===== config.mk =====
export PLATFORM = sky130hd
export DESIGN_NAME = write_through_buffer
export DESIGN_NICKNAME = d
export VERILOG_FILES = /design/src/rtl/write_through_buffer.sv
export SDC_FILE = /design/constraint.sdc
export NUM_CORES = 1
export LEC_CHECK = 0
export BUFFER_PORTS_ARGS = -buffer_cell sky130_fd_sc_hd__clkbuf_2
export CORE_ASPECT_RATIO = 0.7
export CORE_MARGIN = 5
export CORE_UTILIZATION = 40
export CTS_CLUSTER_DIAMETER = 100
export DETAILED_ROUTE_END_ITERATION = 12
export GPL_TIMING_DRIVEN = 0
export PLACE_DENSITY_LB_ADDON = 0.25
export SYNTH_ARGS = -nofsm -noshare
export SYNTH_HDL_FRONTEND = slang
export SYNTH_SLANG_ARGS = --single-unit

===== constraint.sdc =====
create_clock -name clk -period 3.4 [get_ports clk]
set_clock_uncertainty 0.1 [all_clocks]
set_input_delay 0.17 -clock clk [delete_from_list [all_inputs] [get_ports clk]]
set_output_delay 0.17 -clock clk [all_outputs]
set_load 0.03 [all_outputs]

===== src/rtl/write_through_buffer.sv =====
`default_nettype none
// ============================================================================
// Module      : write_through_buffer
// Description : Posted-write FIFO ahead of the write channel; oldest entry is
//               offered over valid/ready, empty lets reads wait for drain.
// Revision    : 1.0 - initial release
// ============================================================================
module write_through_buffer #(
    parameter int FE_ADDR_W = 32,
    parameter int FE_DATA_W = 32,
    parameter int FE_NBYTES = FE_DATA_W / 8,
    parameter int FE_BYTE_W = $clog2(FE_NBYTES),
    parameter int DEPTH_W   = 4
) (
    input  logic                           clk,
    input  logic                           reset_n,
    input  logic                           push,
    input  logic [FE_ADDR_W-FE_BYTE_W-1:0] push_addr,
    input  logic [FE_DATA_W-1:0]           push_wdata,
    input  logic [FE_NBYTES-1:0]           push_wstrb,
    output logic                           full,
    output logic                           empty,
    output logic [DEPTH_W:0]               level,
    output logic                           overflow,
    output logic                           wc_valid,
    input  logic                           wc_ready,
    output logic [FE_ADDR_W-FE_BYTE_W-1:0] wc_addr,
    output logic [FE_DATA_W-1:0]           wc_wdata,
    output logic [FE_NBYTES-1:0]           wc_wstrb
);

    localparam int c_addr_w  = FE_ADDR_W - FE_BYTE_W;
    localparam int c_entry_w = c_addr_w + FE_DATA_W + FE_NBYTES;
    localparam int c_depth   = 2 ** DEPTH_W;
    localparam logic [DEPTH_W:0]   c_full_level = (DEPTH_W+1)'(c_depth);
    localparam logic [DEPTH_W:0]   c_level_one  = (DEPTH_W+1)'(1);
    localparam logic [DEPTH_W-1:0] c_ptr_one    = DEPTH_W'(1);

    logic [1:0]           r_rst_sync;
    logic                 w_rst_n;
    logic [c_entry_w-1:0] r_mem [c_depth];
    logic [DEPTH_W-1:0]   r_wptr;
    logic [DEPTH_W-1:0]   r_rptr;
    logic [DEPTH_W:0]     r_level;
    logic                 r_overflow;
    logic                 w_push_ok;
    logic                 w_pop_ok;

    // Assertion follows reset_n immediately; release is aligned to clk.
    always_ff @(posedge clk or negedge reset_n) begin
        if (!reset_n) begin
            r_rst_sync <= 2'b00;
        end else begin
            r_rst_sync <= {r_rst_sync[0], 1'b1};
        end
    end

    assign w_rst_n = r_rst_sync[1];

    assign empty    = (r_level == '0);
    assign full     = (r_level == c_full_level);
    assign level    = r_level;
    assign overflow = r_overflow;
    assign wc_valid = !empty;

    assign w_push_ok = push && !full;
    assign w_pop_ok  = wc_valid && wc_ready;

    assign {wc_addr, wc_wdata, wc_wstrb} = r_mem[r_rptr];

    always_ff @(posedge clk) begin
        if (w_push_ok) begin
            r_mem[r_wptr] <= {push_addr, push_wdata, push_wstrb};
        end
    end

    always_ff @(posedge clk or negedge w_rst_n) begin
        if (!w_rst_n) begin
            r_wptr     <= '0;
            r_rptr     <= '0;
            r_level    <= '0;
            r_overflow <= 1'b0;
        end else begin
            if (w_push_ok) begin
                r_wptr <= r_wptr + c_ptr_one;
            end
            if (w_pop_ok) begin
                r_rptr <= r_rptr + c_ptr_one;
            end
            // A push arriving while full is refused even if a pop frees a slot.
            if (push && full) begin
                r_overflow <= 1'b1;
            end
            case ({w_push_ok, w_pop_ok})
                2'b10:   r_level <= r_level + c_level_one;
                2'b01:   r_level <= r_level - c_level_one;
                default: r_level <= r_level;
            endcase
        end
    end

endmodule
`default_nettype wire


==> results of run 1 <==
-- layout make-up --
type | instances | area (um^2) | area share, %
repair buffers | 270 | 2630 | 5.30
plain buffers | 113 | 733 | 1.48
multi-input cells | 863 | 8880 | 17.9
diodes | 3 | 7.51 | 0.0151
flip-flops and latches | 1072 | 32100 | 64.8
inverters | 9 | 33.8 | 0.0681
well taps | 1350 | 1690 | 3.41
clock inverters | 74 | 901 | 1.82
clock buffers | 114 | 2590 | 5.22
-- cell families (layout without fill, tap and decap cells) --
family                     after synthesis  after routing
xor gates and xnor gates                10             10
and+or+nand+nor                        106            106
buffers and inverters                  123            580
DFF                                   1072           1072
muxes                                  398            398
other                                    1              4
AOI/OAI and AO/OA                      338            338
adders and majority gates               10             10
-- power by group --
part | internal [W] | switching [W]
Combinational | 0.00554 | 0.0102
Sequential | 0.0159 | 0.000351
Clock | 0.00699 | 0.00485
Total | 0.0284 | 0.0154
-- per-layer routing --
metal / vias up / wire length [um] / GRT usage, %
li1: 9262 / - / -
met3: 130 / 5470 / 2.89
met2: 622 / 48300 / 29.4
met1: 11100 / 45400 / 26.0
met5: - / 0 / 0
met4: 0 / 1840 / 4.26
-- through the flow --
stage               util [%]  area (um^2)  total power, W  cells  hold slack [ns]
floorplan                  -        41600          0.0265   2058           -0.226
global placement        42.9        44000          0.0316   3552           -0.140
detailed placement      44.1        45200          0.0322   3608           -0.140
CTS                     48.3        49500          0.0442   3866            0.102
global route            48.4        49600          0.0458   3865            0.155
finish                  48.4        49600          0.0438   3868            0.151
-- worst max-delay path by stage --
stage | from | to | slack, ns | cells past startpoint
floorplan | level[0]$_DFFE_PN0P_ | r_mem[12][0]$_DFFE_PP_ | -0.13 | 6
global placement | level[0]$_DFFE_PN0P_ | r_mem[8][43]$_DFFE_PP_ | -2.21 | 6
detailed placement | level[1]$_DFFE_PN0P_ | level[4]$_DFFE_PN0P_ | 0.17 | 13
CTS | r_rptr[0]$_DFFE_PN0P_ | wc_wdata[11] | -0.01 | 8
global route | r_rptr[1]$_DFFE_PN0P_ | wc_addr[15] | -0.01 | 9
finish | r_rptr[0]$_DFFE_PN0P_ | wc_wdata[15] | 0.1 | 8
-- sequential cells by signal (all words and copies together) (netlist names) --
signal      cells
overflow        1
r_rst_sync      2
level           5
r_rptr          4
r_mem        1056
r_wptr          4
-- cell usage after synthesis (all sizes together) (2+ instances only) --
master	count
o21ai	136
dfrtp	16
nor3	4
mux2i	199
xnor2	7
a21o	2
a22oi	66
nand3	2
mux2	67
buf	80
ha	9
nor2	12
xor2	3
nand2b	4
inv	9
a221oi	66
nor2b	2
and2	3
mux4	132
edfxtp	1056
clkbuf	34
nand2	76
a21oi	68
-- critical path, stage by stage, from the launching register on --
cell                       delay, ns
sky130_fd_sc_hd__dfrtp_1        0.38
sky130_fd_sc_hd__buf_2          0.34
sky130_fd_sc_hd__buf_6          0.28
sky130_fd_sc_hd__buf_4          0.27
sky130_fd_sc_hd__mux2i_1        0.10
sky130_fd_sc_hd__a21oi_1        0.46
sky130_fd_sc_hd__o21ai_0        0.15
sky130_fd_sc_hd__nand2_1        0.15
sky130_fd_sc_hd__clkbuf_2       0.22
-- timing repair --
action | in CTS | in global routing
gates resized for setup | 40 | 38
setup endpoints to repair | 64 | 41
hold endpoints to repair | 1062 | 0
hold buffers | 70 | 0
==> results, run 1 <==
- The run finished with clean final reports.
- For hold timing, the worst endpoint is overflow$_DFFE_PN0P_.
- The filler cell count is 8328.
- The max-capacitance violation count is 0.
- The leakage power total is 16.7 nW.
- The half-perimeter wire length after detailed placement is 65800 um.
- The TritonCTS clock tree is built.
- The number of synthesized flops with an enable pin is 1056.
- Synthesis handed over a netlist of 2058 instances.
- In this run the most critical hold path is launched from push.
- The startpoint identified for the worst register-to-register timing path is level[1]$_DFFE_PN0P_.
- The pin count of the biggest net entering global routing is 24.
- The signed area change from the synthesized netlist to the final layout is 19.6%.
- The main combinational cell family by area after synthesis is multiplexers.
- In this run, synthesis produced a sequential element count of 1072.
- The start-to-end type of the worst setup path is register to primary output.
- The worst slew margin relative to its limit is 36.1%.
- In this run the remaining antenna-violating nets after routing total 0.
- The number of setup buffers added after CTS is 0.
- The number of hold violations in the final report is 0.
- The maximum buffer depth of the clock tree is 3.
- For this run, the leading register cell type out of synthesis is sky130_fd_sc_hd__edfxtp_1.
- In this run the worst hold path is classified as primary input to register.
- For this run, the number of Yosys warnings is 0.
- The first-pass iteration count of the detailed router is 5.
- The final cycle utilization of the critical path is 97.1%.
- After Yosys synthesis, and, or, nand and nor cells account for 1.07% of the synthesized area.
- After Yosys synthesis, XOR and XNOR cells account for 0.211% of the synthesized area.
- For this run, design rule violations remaining after detail routing come to 0.
- The area of the mapped netlist is 41500 um^2.
- The worst register-to-register path has a depth of 11.
- The largest vdd supply drop is 0.693 mV.
- The post-placement worst setup slack is 0.169 ns.
- The fraction of layout instances using a drive strength above 1 is 28.7%.
- In the synthesized netlist, mux cells make up 13.8% of the area.
- After layout, the worst setup slack is 0.0986 ns.
- The final sum of negative setup slack is 0 ns.
- The most frequent standard cell in the layout excluding fill and tap cells is sky130_fd_sc_hd__edfxtp_1.
- Of all nets on the critical path, the largest fanout is 10.
- The number of distinct library cells after synthesis is 35.
- The net count reported at finish is 2509.
- The cell area power density is 884 nW/um^2.
- Ranked by total cell area, the synthesized netlist is headed by sky130_fd_sc_hd__edfxtp_1 76%, sky130_fd_sc_hd__mux4_2 7.2%, sky130_fd_sc_hd__mux2i_1 4.8%, sky130_fd_sc_hd__mux2_2 1.8%, sky130_fd_sc_hd__a22oi_1 1.2%.
- Setup violations remaining at the end of the flow were counted as 0.
- The arrival time of data at the critical path endpoint is 3.03 ns.
- Clock tree synthesis inserted a total of 100 buffers.
- The clock drives 1072 sinks.
- Across all register-to-register paths, the minimum setup slack is 0.20 ns.
- The worst setup path is captured at a primary output.
- The violation count after the first detailed-routing iteration is 1716.
- The library cells used most frequently in the layout, excluding fill and tap cells, are 1056 x sky130_fd_sc_hd__edfxtp_1, 199 x sky130_fd_sc_hd__mux2i_1, 155 x sky130_fd_sc_hd__clkbuf_2.
- The post-synthesis sequential area ratio is 77.4%.
- The root buffer cell is sky130_fd_sc_hd__clkbuf_16.
- The number of antenna violations at the first check in global routing is 3.
- Row generation in the floorplan step produced 98 rows.
- The wire length per cell after detailed routing is 26.1 um.
- The routed design could run at a clock period as short as 3.30 ns.
- Input and output buffers added on the ports amount to 144.
- The initial cell density of the core is 40.5%.
- Pin placement for this block handled 145 I/O pins.
- The overall overflow remaining after global route is 0.
- The synthesized net count is 2138.
- Of all flip-flops after synthesis, the portion carrying an async set or reset was 1.49%.
- For this run, the top clock speed supported by timing is 303 MHz.
- The placeable core region is 103000 um^2.
- The adder-cell share of the synthesized area is 0.320%.
- The max-slew violation count is 0.
- The first-pass GRT wire length is 148000 um.
- Setup repair after global routing could not meet its margin everywhere.
- Summed over all instances, the cell type with the most area after synthesis is sky130_fd_sc_hd__edfxtp_1.
- The clock transition at the registers of the reported paths is 0.06 ns.
- The top-area cell type share of the netlist area is 76.5%.
- After synthesis, the mean cell area works out to 20.1 um^2.
- The die covers 110000 um^2.
- For the pin with the worst max-slew slack, the measured transition is 0.955 ns.
- The clock latency at the later pin of the worst-skew pair is 0.68 ns.
- The number of global-route vias before repair is 21800.
- The data required time of the critical path is 3.13 ns.
- The floorplan step set the die height to 279 um.
- The worst register-to-register path ends at level[4]$_DFFE_PN0P_.
- The routed layout has 21100 vias.
- At the end of routability-driven placement, the weighted congestion stood at 0.744.
- From left edge to right edge, the die measures 395 um.
- In the routed layout, each cell is associated on average with a via count of 5.46.
- In the global route stage, overall resource usage came out at 18.1%.
- The launching element type of the critical path is a register.
- The compound-gate portion of the synthesized area is 5.54%.
- Along the worst hold path, the cell count comes to 3.
- The wire length after detailed routing is 101000 um.
- The H-tree level count is 3.
(Power assumes the default switching activity.)
==> run 2: changes to the inputs <==
SETUP_SLACK_MARGIN = 0.15   (was default)
==> results, run 2 (synthesized netlist as in run 1, its figures left out) <==
- The run finished with clean final reports.
- The width of the die is 395 um.
- The max-capacitance violation count is 0.
- The max-slew violation count came to 0.
- The clock reaches the later pin of the worst-skew pair after 0.67 ns.
- Summing all multi-input logic gate instances after layout gives 9080 um^2.
- In this design, the critical path's most frequently occurring cell is sky130_fd_sc_hd__clkbuf_2.
- The pin count of the biggest net entering global routing is 24.
- Once detail routing completed, the nets flagged for antenna violations numbered 0.
- Buffers added to address setup during post-CTS repair amount to 0.
- Grouping stages by cell kind, the critical path spends the most delay in buffers and inverters.
- The die extent in y is 279 um.
- Walking the worst path, the cells encountered are buf_6, and2_1, buf_2, clkbuf_2, a221oi_1, a22oi_1, nand2_1, clkbuf_2.
- The internal portion of total power is 0.0276 W.
- The path with the worst hold slack has its endpoint at overflow$_DFFE_PN0P_.
- For flop-to-flop paths, the worst setup slack is 0.31 ns.
- The shortest period the worst path allows is 3.14 ns.
- The number of antenna violations at the first check in global routing came to 6.
- The port buffer count is 144.
- The worst slew margin relative to its limit is 36.9%.
- The wire length after detailed routing is 100000 um.
- Dividing the detail-routed wire length by the instance count gives 25.9 um.
- The arrival time of data at the critical path endpoint is 2.87 ns.
- The first-pass iteration count of the detailed router is 5.
- Based on the critical path, the design can be clocked at up to 318 MHz.
- The capturing element type of the critical path is a primary output.
- Leaving out fill and tap cells, the most frequent cell in the layout is sky130_fd_sc_hd__edfxtp_1.
- The maximum buffer depth of the clock tree is 3.
- After the first detailed-routing iteration, the DRC count stood at 1624.
- The start-to-end type of the worst setup path is register to primary output.
- After legalization and detailed placement, the total HPWL measured 66100 um.
- The leakage power total is 16.6 nW.
- The data required time of the critical path is 3.13 ns.
- The number of primary I/O pins is 145.
- At the pin with the least slew margin, the transition time is 0.943 ns.
- The all-layer global routing usage is 18.0%.
- The worst-case reg-to-reg path depth is 13.
- The worst setup path is launched from a register.
- Hold is met by 0.157 ns.
- The TritonCTS clock tree is built.
- The maximum fanout count along the critical path is 10.
- In this run switching power makes up 35.8% of total power.
- The startpoint identified for the worst register-to-register timing path is level[1]$_DFFE_PN0P_.
- In this run the critical register-to-register path is captured at level[4]$_DFFE_PN0P_.
- The maximum cell stage delay along the critical path is 0.44 ns.
- The class of the most critical hold timing path is primary input to register.
- The number of global-route vias before repair is 21400.
- After detailed routing, the number of remaining DRC violations is 0.
- Across the whole layout, storage elements account for 32100 um^2.
- Ranked by flip-flop count, first place goes to r_mem.
- The fraction of layout instances using a drive strength above 1 is 29.1%.
- The placeable core region is 103000 um^2.
- The overall overflow remaining after global route is 0.
- The filler cells instantiated in the layout total 8392.
- The initial cell density of the core is 40.5%.
- The post-placement cell count is 3608.
- The die footprint is 110000 um^2.
- Excluding fillers, the count of instances in the completed layout stands at 3868.
- The first global-routing pass estimated 147000 um of wire.
- The combinational power share is 37.2%.
- In this run, the clock network consumes 25.0% of the power.
- In this run the clock root is driven by a sky130_fd_sc_hd__clkbuf_16.
- After the last flow step, the layout net total stands at 2511.
- The cell depth of the worst min-delay path is 3.
- The signed area change from the synthesized netlist to the final layout is 19.3%.
- The number of vias in the routed layout is 21000.
- The tree built by TritonCTS fans out to 1072 sinks.
- The proportion of power drawn by flip-flops and latches is 37.8%.
- The final cycle utilization of the critical path is 92.4%.
- In this run the power density over the cells is 868 nW/um^2.
- The largest individual stage delay along the critical path comes from the cell sky130_fd_sc_hd__a221oi_1.
- The number of hold violations in the final report is 0.
- Setup repair after global routing could not meet its margin everywhere.
- The number of flip-flops in the largest register is 1056.
- In the routed layout, each cell is associated on average with a via count of 5.43.
- Setup violations remaining at the end of the flow were counted as 0.
- The floorplan has 98 rows.
- The worst hold path begins at push.
- CTS built an H-tree with a depth of 3.
- Leaving out fill and tap cells, the most frequent cells in the layout are 1056 x sky130_fd_sc_hd__edfxtp_1, 199 x sky130_fd_sc_hd__mux2i_1, 157 x sky130_fd_sc_hd__clkbuf_2.
- The clock transition at the registers of the reported paths is 0.06 ns.
- The largest vdd supply drop is 0.675 mV.
- The number of CTS-inserted buffers is 101.
- The critical path contains buffers and inverters numbering 4 combined.
- At the end of the flow the core is filled with cells to 48.3%.
- Routability-driven placement finished with a final weighted congestion of 0.741.
- The net load switching power is 0.0154 W.
-- run 2: cell types whose count changed in the layout (fill, tap and decap cells not counted), moves of 12 or more --
cell,delta
sky130_fd_sc_hd__a221oi_2,+15
sky130_fd_sc_hd__bufinv_16,-14
sky130_fd_sc_hd__clkinv_1,+20
sky130_fd_sc_hd__a221oi_1,-19
sky130_fd_sc_hd__buf_4,+12
sky130_fd_sc_hd__buf_2,-15
-- run 2: repair_timing --
item,4_1_cts,5_1_grt
pin swaps,0,1
endpoints found under the setup margin,66,58
endpoints found under the hold margin,1064,0
gates resized for setup,80,55
hold buffers,70,0
-- run 2: layer usage --
metal | track usage [%] | vias up | routed length [um]
met5 | 0 | - | 12
met4 | 3.83 | 2 | 1730
met3 | 3.41 | 139 | 5970
met2 | 28.3 | 642 | 46400
met1 | 26.3 | 10900 | 46000
li1 | - | 9274 | -
-- run 2: power groups by stage --
| stage | combinational (W) | sequential (W) | clock, W |
|---|---|---|---|
| 2_1_floorplan | 0.00995 | 0.0165 | 0 |
| 3_3_place_gp | 0.0150 | 0.0166 | 0 |
| 3_5_place_dp | 0.0156 | 0.0165 | 0 |
| 4_1_cts | 0.0160 | 0.0163 | 0.0109 |
| 5_1_grt | 0.0171 | 0.0163 | 0.0115 |
| 6_report | 0.0160 | 0.0163 | 0.0107 |
-- run 2: final cells by class --
class | instances | area share (%)
Buffer | 114 | 1.66
Antenna cell | 3 | 0.0152
Clock buffer | 114 | 5.27
Tap cell | 1350 | 3.41
Multi-Input combinational cell | 863 | 18.3
Clock inverter | 73 | 1.05
Timing Repair Buffer | 270 | 5.28
Sequential cell | 1072 | 64.9
Inverter | 9 | 0.0683
-- run 2: tightest hold or removal path, delay by kind of cell --
kind	cells	cell delay, ns
AO/OA/AOI/OAI	1	0.09
buffers and inverters	2	0.63
-- run 2: worst max-delay path by stage --
stage	start	slack [ns]	cells past startpoint	endpoint
2_1_floorplan	level[0]$_DFFE_PN0P_	0.005	6	r_mem[12][0]$_DFFE_PP_
3_3_place_gp	r_wptr[3]$_DFFE_PN0P_	-2.23	3	r_mem[10][42]$_DFFE_PP_
3_5_place_dp	r_rptr[1]$_DFFE_PN0P_	0.18	7	wc_wstrb[2]
4_1_cts	r_rptr[0]$_DFFE_PN0P_	0.11	8	wc_wdata[0]
5_1_grt	r_rptr[0]$_DFFE_PN0P_	0.12	8	wc_wdata[14]
6_report	r_rptr[1]$_DFFE_PN0P_	0.26	8	wc_addr[26]
-- run 2: stage by stage --
| step | setup slack (ns) | power (W) | instance area (um^2) | TNS, ns |
|---|---|---|---|---|
| 3_5_place_dp | 0.180 | 0.0321 | 45200 | 0 |
| 5_1_grt | 0.117 | 0.0450 | 49500 | 0 |
| 6_report | 0.258 | 0.0430 | 49500 | 0 |
| 2_1_floorplan | 0.00532 | 0.0265 | 41600 | 0 |
| 4_1_cts | 0.105 | 0.0432 | 49300 | 0 |
| 3_3_place_gp | -2.23 | 0.0316 | 44000 | -1663.30 |
